===== src/rtl/uart_transmitter_pkg.sv =====
// Shared UART definitions used by the transmitter and its parity helper.
//   - parity mode encoding (matches the receiver's encoding)
//   - offset between the dataBits field and the real data bit count
//   - transmitter state encoding
//   - break length in bit periods
package uart_transmitter_pkg;

  localparam logic [1:0] PARITY_SPACE = 2'b00;
  localparam logic [1:0] PARITY_ODD   = 2'b01;
  localparam logic [1:0] PARITY_EVEN  = 2'b10;
  localparam logic [1:0] PARITY_MARK  = 2'b11;

  // Number of data bits on the line = dataBits + DATA_BITS_OFFSET.
  localparam int DATA_BITS_OFFSET = 5;

  localparam logic [2:0] STATE_IDLE   = 3'd0;
  localparam logic [2:0] STATE_START  = 3'd1;
  localparam logic [2:0] STATE_DATA   = 3'd2;
  localparam logic [2:0] STATE_PARITY = 3'd3;
  localparam logic [2:0] STATE_STOP   = 3'd4;
  localparam logic [2:0] STATE_BREAK  = 3'd5;

  // Break holds the line low for this many bit periods before the
  // one-period mark-after-break.
  localparam int BREAK_PERIODS = 24;

endpackage


===== src/rtl/uart_parity_generator.sv =====
// Combinational UART parity bit generator.
// Only the active data bits (dataBits + 5 of them) contribute to the parity.
// Ports:
//   data       [7:0] character, bits above the active count are ignored
//   dataBits   [1:0] data bit count minus 5
//   parityMode [1:0] 00 space, 11 mark, 10 even, 01 odd
//   parity           parity bit to put on the line
module uart_parity_generator
  import uart_transmitter_pkg::*;
(
  input  logic [7:0] data,
  input  logic [1:0] dataBits,
  input  logic [1:0] parityMode,
  output logic       parity
);

  logic [7:0] activeMask;
  logic       dataXor;

  always_comb begin
    // dataBits=3 keeps all 8 bits, dataBits=0 keeps the low 5.
    activeMask = 8'hFF >> (2'd3 - dataBits);
    dataXor    = ^(data & activeMask);
    parity     = 1'b0;
    case (parityMode)
      PARITY_SPACE: parity = 1'b0;
      PARITY_MARK:  parity = 1'b1;
      PARITY_EVEN:  parity = dataXor;
      PARITY_ODD:   parity = ~dataXor;
      default:      parity = 1'b0;
    endcase
  end

endmodule


===== src/rtl/uart_transmitter.sv =====
// UART transmitter with a one-entry holding register.
// Frame: start bit, 5..8 data bits LSB first, optional parity, 1 or 2 stops.
// Bit period is 2*clockDivisor+1 clk cycles. A break drives the line low for
// 24 bit periods followed by one mark period.
// Ports:
//   clk, rst      system clock, synchronous active-high reset
//   dataBits      data bit count minus 5
//   hasParity     append a parity bit
//   parityMode    00 space, 11 mark, 10 even, 01 odd
//   extraStopBit  two stop bits when set
//   clockDivisor  bit period = 2*clockDivisor+1 clocks
//   dataIn        character to send, captured on sendReq when ready
//   sendReq       one-cycle write strobe
//   sendBreak     one-cycle break request, honoured only when fully idle
//   ready         holding register empty
//   busy          frame or break in progress (or character waiting)
//   tx            registered serial output, idle high
//
// state  | meaning
// IDLE   | line high, waiting for a held character or a break request
// START  | start bit (low) for one period
// DATA   | data bits, LSB first, one period each
// PARITY | parity bit for one period
// STOP   | stop bit(s), high, one or two periods
// BREAK  | 24 low periods then one high period
module uart_transmitter
  import uart_transmitter_pkg::*;
#(
  parameter int CLOCK_DIVISOR_WIDTH = 24
) (
  input  logic                           clk,
  input  logic                           rst,
  input  logic [1:0]                     dataBits,
  input  logic                           hasParity,
  input  logic [1:0]                     parityMode,
  input  logic                           extraStopBit,
  input  logic [CLOCK_DIVISOR_WIDTH-1:0] clockDivisor,
  input  logic [7:0]                     dataIn,
  input  logic                           sendReq,
  input  logic                           sendBreak,
  output logic                           ready,
  output logic                           busy,
  output logic                           tx
);

  logic [2:0]                     state;
  logic                           holdValid;
  logic [7:0]                     holdData;

  // Frame settings latched at load time so mid-frame config changes are inert.
  logic [7:0]                     frameData;
  logic [7:0]                     shiftData;
  logic [1:0]                     frameBits;
  logic                           frameHasParity;
  logic [1:0]                     frameParityMode;
  logic                           frameExtraStop;
  logic [CLOCK_DIVISOR_WIDTH-1:0] frameDivisor;

  // One bit wider than the divisor so 2*divisor never overflows.
  logic [CLOCK_DIVISOR_WIDTH:0]   periodCnt;
  logic [4:0]                     bitIdx;
  logic                           txReg;
  logic                           parityBit;

  logic                           periodDone;
  logic [4:0]                     lastDataIdx;
  logic                           lastStop;
  logic                           breakDone;
  logic                           frameEnd;
  logic                           loadNow;
  logic                           acceptReq;
  logic                           startBreak;

  uart_parity_generator parityGen (
    .data       (frameData),
    .dataBits   (frameBits),
    .parityMode (frameParityMode),
    .parity     (parityBit)
  );

  always_comb begin
    periodDone  = (periodCnt == '0);
    lastDataIdx = 5'(frameBits) + 5'(DATA_BITS_OFFSET - 1);
    lastStop    = !frameExtraStop || bitIdx[0];
    breakDone   = (bitIdx == 5'(BREAK_PERIODS));
    // Last period of a stop sequence or of mark-after-break: a waiting
    // character can start right here without passing through IDLE.
    frameEnd    = periodDone &&
                  (((state == STATE_STOP) && lastStop) ||
                   ((state == STATE_BREAK) && breakDone));
    loadNow     = holdValid && ((state == STATE_IDLE) || frameEnd);
    acceptReq   = sendReq && !holdValid;
    // A simultaneous sendReq wins over sendBreak.
    startBreak  = (state == STATE_IDLE) && !holdValid && sendBreak && !sendReq;
  end

  always_ff @(posedge clk) begin
    if (rst) begin
      state           <= STATE_IDLE;
      holdValid       <= 1'b0;
      holdData        <= '0;
      frameData       <= '0;
      shiftData       <= '0;
      frameBits       <= '0;
      frameHasParity  <= 1'b0;
      frameParityMode <= '0;
      frameExtraStop  <= 1'b0;
      frameDivisor    <= '0;
      periodCnt       <= '0;
      bitIdx          <= '0;
      txReg           <= 1'b1;
    end else begin
      // A load only happens with holdValid set, so it never collides with
      // an accept in the same cycle.
      if (loadNow) begin
        holdValid <= 1'b0;
      end else if (acceptReq) begin
        holdValid <= 1'b1;
        holdData  <= dataIn;
      end

      if (loadNow) begin
        state           <= STATE_START;
        txReg           <= 1'b0;
        frameData       <= holdData;
        shiftData       <= holdData;
        frameBits       <= dataBits;
        frameHasParity  <= hasParity;
        frameParityMode <= parityMode;
        frameExtraStop  <= extraStopBit;
        frameDivisor    <= clockDivisor;
        periodCnt       <= {clockDivisor, 1'b0};
        bitIdx          <= '0;
      end else if (startBreak) begin
        state        <= STATE_BREAK;
        txReg        <= 1'b0;
        frameDivisor <= clockDivisor;
        periodCnt    <= {clockDivisor, 1'b0};
        bitIdx       <= '0;
      end else if (state != STATE_IDLE) begin
        if (!periodDone) begin
          periodCnt <= periodCnt - 1'b1;
        end else begin
          periodCnt <= {frameDivisor, 1'b0};
          case (state)
            STATE_START: begin
              state  <= STATE_DATA;
              txReg  <= shiftData[0];
              bitIdx <= '0;
            end
            STATE_DATA: begin
              if (bitIdx == lastDataIdx) begin
                bitIdx <= '0;
                if (frameHasParity) begin
                  state <= STATE_PARITY;
                  txReg <= parityBit;
                end else begin
                  state <= STATE_STOP;
                  txReg <= 1'b1;
                end
              end else begin
                shiftData <= shiftData >> 1;
                txReg     <= shiftData[1];
                bitIdx    <= bitIdx + 1'b1;
              end
            end
            STATE_PARITY: begin
              state  <= STATE_STOP;
              txReg  <= 1'b1;
              bitIdx <= '0;
            end
            STATE_STOP: begin
              if (!lastStop) begin
                bitIdx <= bitIdx + 1'b1;
              end else begin
                state <= STATE_IDLE;
                txReg <= 1'b1;
              end
            end
            STATE_BREAK: begin
              if (breakDone) begin
                state <= STATE_IDLE;
                txReg <= 1'b1;
              end else begin
                bitIdx <= bitIdx + 1'b1;
                // The final period of the break is the mark-after-break.
                txReg  <= (bitIdx == 5'(BREAK_PERIODS - 1));
              end
            end
            default: begin
              state <= STATE_IDLE;
              txReg <= 1'b1;
            end
          endcase
        end
      end
    end
  end

  assign ready = !holdValid;
  assign busy  = !((state == STATE_IDLE) && !holdValid);
  assign tx    = txReg;

endmodule

===== config.mk =====
export PLATFORM = sky130hd
export DESIGN_NAME = uart_transmitter
export DESIGN_NICKNAME = d
export VERILOG_FILES = /design/src/rtl/uart_transmitter_pkg.sv /design/src/rtl/uart_parity_generator.sv /design/src/rtl/uart_transmitter.sv
export SDC_FILE = /design/constraint.sdc
export NUM_CORES = 1
export LEC_CHECK = 0
export CAP_MARGIN = 5
export CORE_ASPECT_RATIO = 2
export CORE_MARGIN = 2
export CORE_UTILIZATION = 50
export DETAILED_ROUTE_END_ITERATION = 12
export PLACE_DENSITY = 0.82
export SETUP_SLACK_MARGIN = 0.05
export SLEW_MARGIN = 20
export SYNTH_ARGS = -nofsm -noshare
export SYNTH_HDL_FRONTEND = slang
export SYNTH_SLANG_ARGS = --single-unit

===== constraint.sdc =====
create_clock -name clk -period 3.35 [get_ports clk]
set_input_delay 0.8375 -clock clk [delete_from_list [all_inputs] [get_ports clk]]
set_output_delay 0.8375 -clock clk [all_outputs]
set_load 0.1 [all_outputs]

==> summary.md <==
| Metric | Value |
|---|---|
| Status | `finished, final reports clean` |
| Worst Clk Skew | `between 6 and 7 ps` |
| Cells after Synth | `approximately 570` |
| Count of different cell masters after synthesis | `64` |
| Initial antenna violation count | `0` |
| Core area | `approximately 8600 um^2` |
| Gr usage total | `26.7%` |
| Fillers | `about 750` |
| CP max stage delay | `a little under 700 ps` |
| Final Hold Viols | `0` |
| Slew Viols, Final | `0` |
| WP buf/inv | `0` |
| Clk slew on worst S/H paths | `roughly 60 ps` |
| Synth warn | `0` |
| Power Density | `between 800 and 900 nW/um^2` |
| Critical path startpoint category | `register` |
| Worst-margin pin slew | `around 950 ps` |
| GPL Wtd Cong | `roughly 0.91` |
| Post-layout nets | `between 600 and 700` |
| Hold Path End | `frameDivisor[23]` |
| Synth Register Bits | `~90` |
| Dpl cells | `just under 700` |
| Sinks on Clock Net | `89` |
| Reg2Reg Depth | `6` |
| Longest Clk Path Bufs | `2` |
| Sw Pwr | `1.82 mW` |
| Drt wl/cell | `17.7 um` |
| Post-synth EDFFs | `0` |
| Total clock buffers created by CTS | `9` |
| Sequential share of the synthesized area | `between 30% and 40%` |
| Layout cells sized above 1 | `~8.4%` |
| HPWL Detailed | `9150 um` |
| Final setup fails | `0` |
| Worst vdd ir | `about 0.00054 V` |
| GR Overflow Total | `0` |
| Post-CTS resize count | `0` |
| WL final | `about 13000 um` |
| WS Path Type | `register to register` |
| Largest net degree at the start of global routing | `37` |
| Ratio of final minimum period to clock period | `87.2%` |
| CTS root buf | `clkbuf_16` |
| Worst EP required | `3580 ps` |
| Crit-path max FO | `21` |
| Worst R2R Setup Slack | `about 430 ps` |
| Internal power | `about 2.6 mW` |
| Fmax | `between 300 and 400 MHz` |
| Core Rows | `48` |
| Async S/R FF share, synth | `0%` |
| HP Class | `register to register` |
| Place WS | `between 200 and 300 ps` |
| Remaining DRCs | `0` |
| CP endpoint kind | `register` |
| Placed Area | `about 5000 um^2` |
| Die height | `138 um` |
| Reg-to-Reg End | `shiftData[6]` |
| WHS Path Cells | `2` |
| RSZ-0062 raised after global routing | `no` |
| MaxCap Viol Count | `0` |
| Area Overhead vs Synth | `18.5%` |
| Die area | `9740 um^2` |
| Sum of negative setup slack | `0 ps` |
| Vias in the first global route | `around 4.5k` |
| Critical path's slowest cell | `or4_1` |
| Fin area | `between 5000 and 6000 um^2` |
| Postcts setup bufs | `0` |
| Syn_nets | `a little over 600` |
| CTS H-tree depth | `3` |
| First-pass DRT Iterations | `5` |
| Min Tclk post-route | `around 2900 ps` |
| Crit path DAT | `around 3200 ps` |
| Port Buffers | `44` |
| Switching share of total power | `41.3%` |
| Layout Cells excl Fill | `approximately 710` |
| Synth Area per Inst | `7.80 um^2` |
| Top delay family on crit path | `simple AND/OR/NAND/NOR gates` |
| Clk network pwr share | `between 20 and 25%` |
| N_diodes | `0` |
| Sequential cell fraction of total power | `around a third` |
| Hold_ws | `between 400 and 500 ps` |
| Worst-path cell chain | `or4_4 -> or4_1 -> o31ai_4 -> nand2_1 -> nor2_1 -> nor3_1` |
| Initial Utilization | `51.6%` |
| Reg-to-reg startpoint | `periodCnt[13]` |
| Power share of the combinational group | `around two fifths` |
| Hold buffer count at cts | `0` |
| Routed Antenna Nets | `0` |
| Leak pwr | `1.92 nW` |
| Initial DRC Count | `between 300 and 400` |
| Vias | `about 4.4k` |
| I/O pin count | `45` |
| First-pass GRT wire length | `20300 um` |
| Mapped cell area | `4460 um^2` |
| CTS tree | `yes` |
| Max-slew headroom | `between 30 and 40%` |
| Via density per instance | `about 6.2` |
| Synth Flop Type | `dfxtp_1` |
| Die X | `a little over 70 um` |
| Hold_sp | `frameDivisor[23]` |
| Setup ws final | `between 400 and 500 ps` |
| Skew-Pair Late Insertion Delay | `between 300 and 400 ps` |
per-layer routing:
metal | share of wire, % | global-route usage, %
met1 | 34 | 24.8
met2 | 52 | 48.7
met3 | 5.9 | 5.34
met4 | 7.5 | 22.2
met5 | 0 | 0
tightest hold or removal path: cells and delay by family, from the launching register on:
family	cells	cell delay, ps
AO/OA/AOI/OAI	1	50
flip-flops	1	300
AND/OR/NAND/NOR	1	50
metrics by stage:
step,total power [mW],util [%]
3_5_place_dp,3.29,57.4
3_3_place_gp,3.23,57.4
2_1_floorplan,2.80,-
6_report,4.42,61.1
4_1_cts,4.38,61.1
5_1_grt,4.63,61.1
cell usage after synthesis (5+ instances only):
master,number,share of area (%)
clkbuf_1,28,2.4
nor2_1,50,4.2
mux2i_1,10,2.2
nand3_1,17,1.9
buf_2,8,0.90
nand2_1,115,9.7
or4_1,7,1.2
and3_1,7,0.98
nor3_1,21,2.4
a31oi_1,19,2.7
inv_1,8,0.67
a21o_1,6,1.0
o21ai_0,15,1.7
a21oi_1,49,5.5
nor4_1,6,0.84
xnor2_1,18,3.5
o22ai_1,9,1.3
or3_1,5,0.70
a211oi_1,5,0.84
dfxtp_1,89,40
nor2b_1,7,0.98
o211ai_1,5,0.84
final cells by class:
type	instances	area [um^2]	share of cell area [%]
well taps	100	125	2.37
inverters	8	30.0	0.568
repair buffers	58	546	10.3
multi-input cells	437	2480	47.0
clock inverters	6	91.3	1.73
clock buffers	10	229	4.33
flip-flops and latches	89	1780	33.7
how the worst max path moves through the flow:
stage / startpoint / endpoint / slack [ps] / cells after the start
final: periodCnt[13] / shiftData[6] / 430 / 6
after global routing: periodCnt[5] / frameData[0] / 170 / 6
after CTS: periodCnt[13] / shiftData[0] / 460 / 6
after detailed placement: sendBreak / tx / 280 / 7
after global placement: sendBreak / tx / 320 / 7
after floorplan: state[0] / busy / 630 / 5
registers in the layout, summed over array words and instances (netlist names), 3 cells and up:
register / cells
periodCnt: 25
frameDivisor: 24
frameData: 8
holdData: 8
shiftData: 8
bitIdx: 5
state: 3
power by group through the flow:
| stage | registers, mW | logic, mW | clock network (mW) |
|---|---|---|---|
| 2_1_floorplan | 1.43 | 1.37 | 0 |
| 3_3_place_gp | 1.48 | 1.76 | 0 |
| 3_5_place_dp | 1.49 | 1.80 | 0 |
| 4_1_cts | 1.47 | 1.82 | 1.09 |
| 5_1_grt | 1.50 | 2.00 | 1.13 |
| 6_report | 1.48 | 1.85 | 1.09 |
cell usage in the layout, fill, tap and decap left out, drive strengths merged, types with 2 or more instances in the layout:
cell type | Yosys | final
bufinv | 0 | 2
o211ai | 5 | 5
buf | 10 | 18
o22ai | 9 | 9
nand2 | 115 | 115
a21o | 6 | 6
nand2b | 3 | 3
a311oi | 3 | 3
inv | 8 | 9
or2 | 5 | 5
or3 | 5 | 5
a211oi | 5 | 5
clkdlybuf4s50 | 0 | 40
nand3 | 18 | 18
nand3b | 2 | 2
mux2i | 10 | 10
o21a | 2 | 2
nor3 | 23 | 23
mux2 | 2 | 2
nor4 | 8 | 8
dfxtp | 89 | 89
o21ai | 17 | 17
a21oi | 50 | 50
xor2 | 3 | 3
clkbuf | 28 | 10
xnor2 | 18 | 18
nand4 | 3 | 3
or4 | 9 | 9
o31ai | 2 | 2
and3 | 7 | 7
o31a | 2 | 2
ha | 3 | 3
or3b | 2 | 2
clkinv | 0 | 3
nor2b | 7 | 7
nor2 | 50 | 50
a22oi | 4 | 4
a31oi | 19 | 19
and2 | 3 | 3
cells by family (layout without fill, tap and decap cells):
family / after synthesis / in the layout / share of synthesized area, %
flops: 89 / 89 / 39.9
mux: 12 / 12 / 2.83
simple gates: 266 / 266 / 28.7
compound gates: 135 / 135 / 19.1
fa+ha+maj: 3 / 3 / 0.841
buf+inv: 46 / 82 / 4.43
xor+xnor: 21 / 21 / 4.12
(Power assumes the default switching activity.)
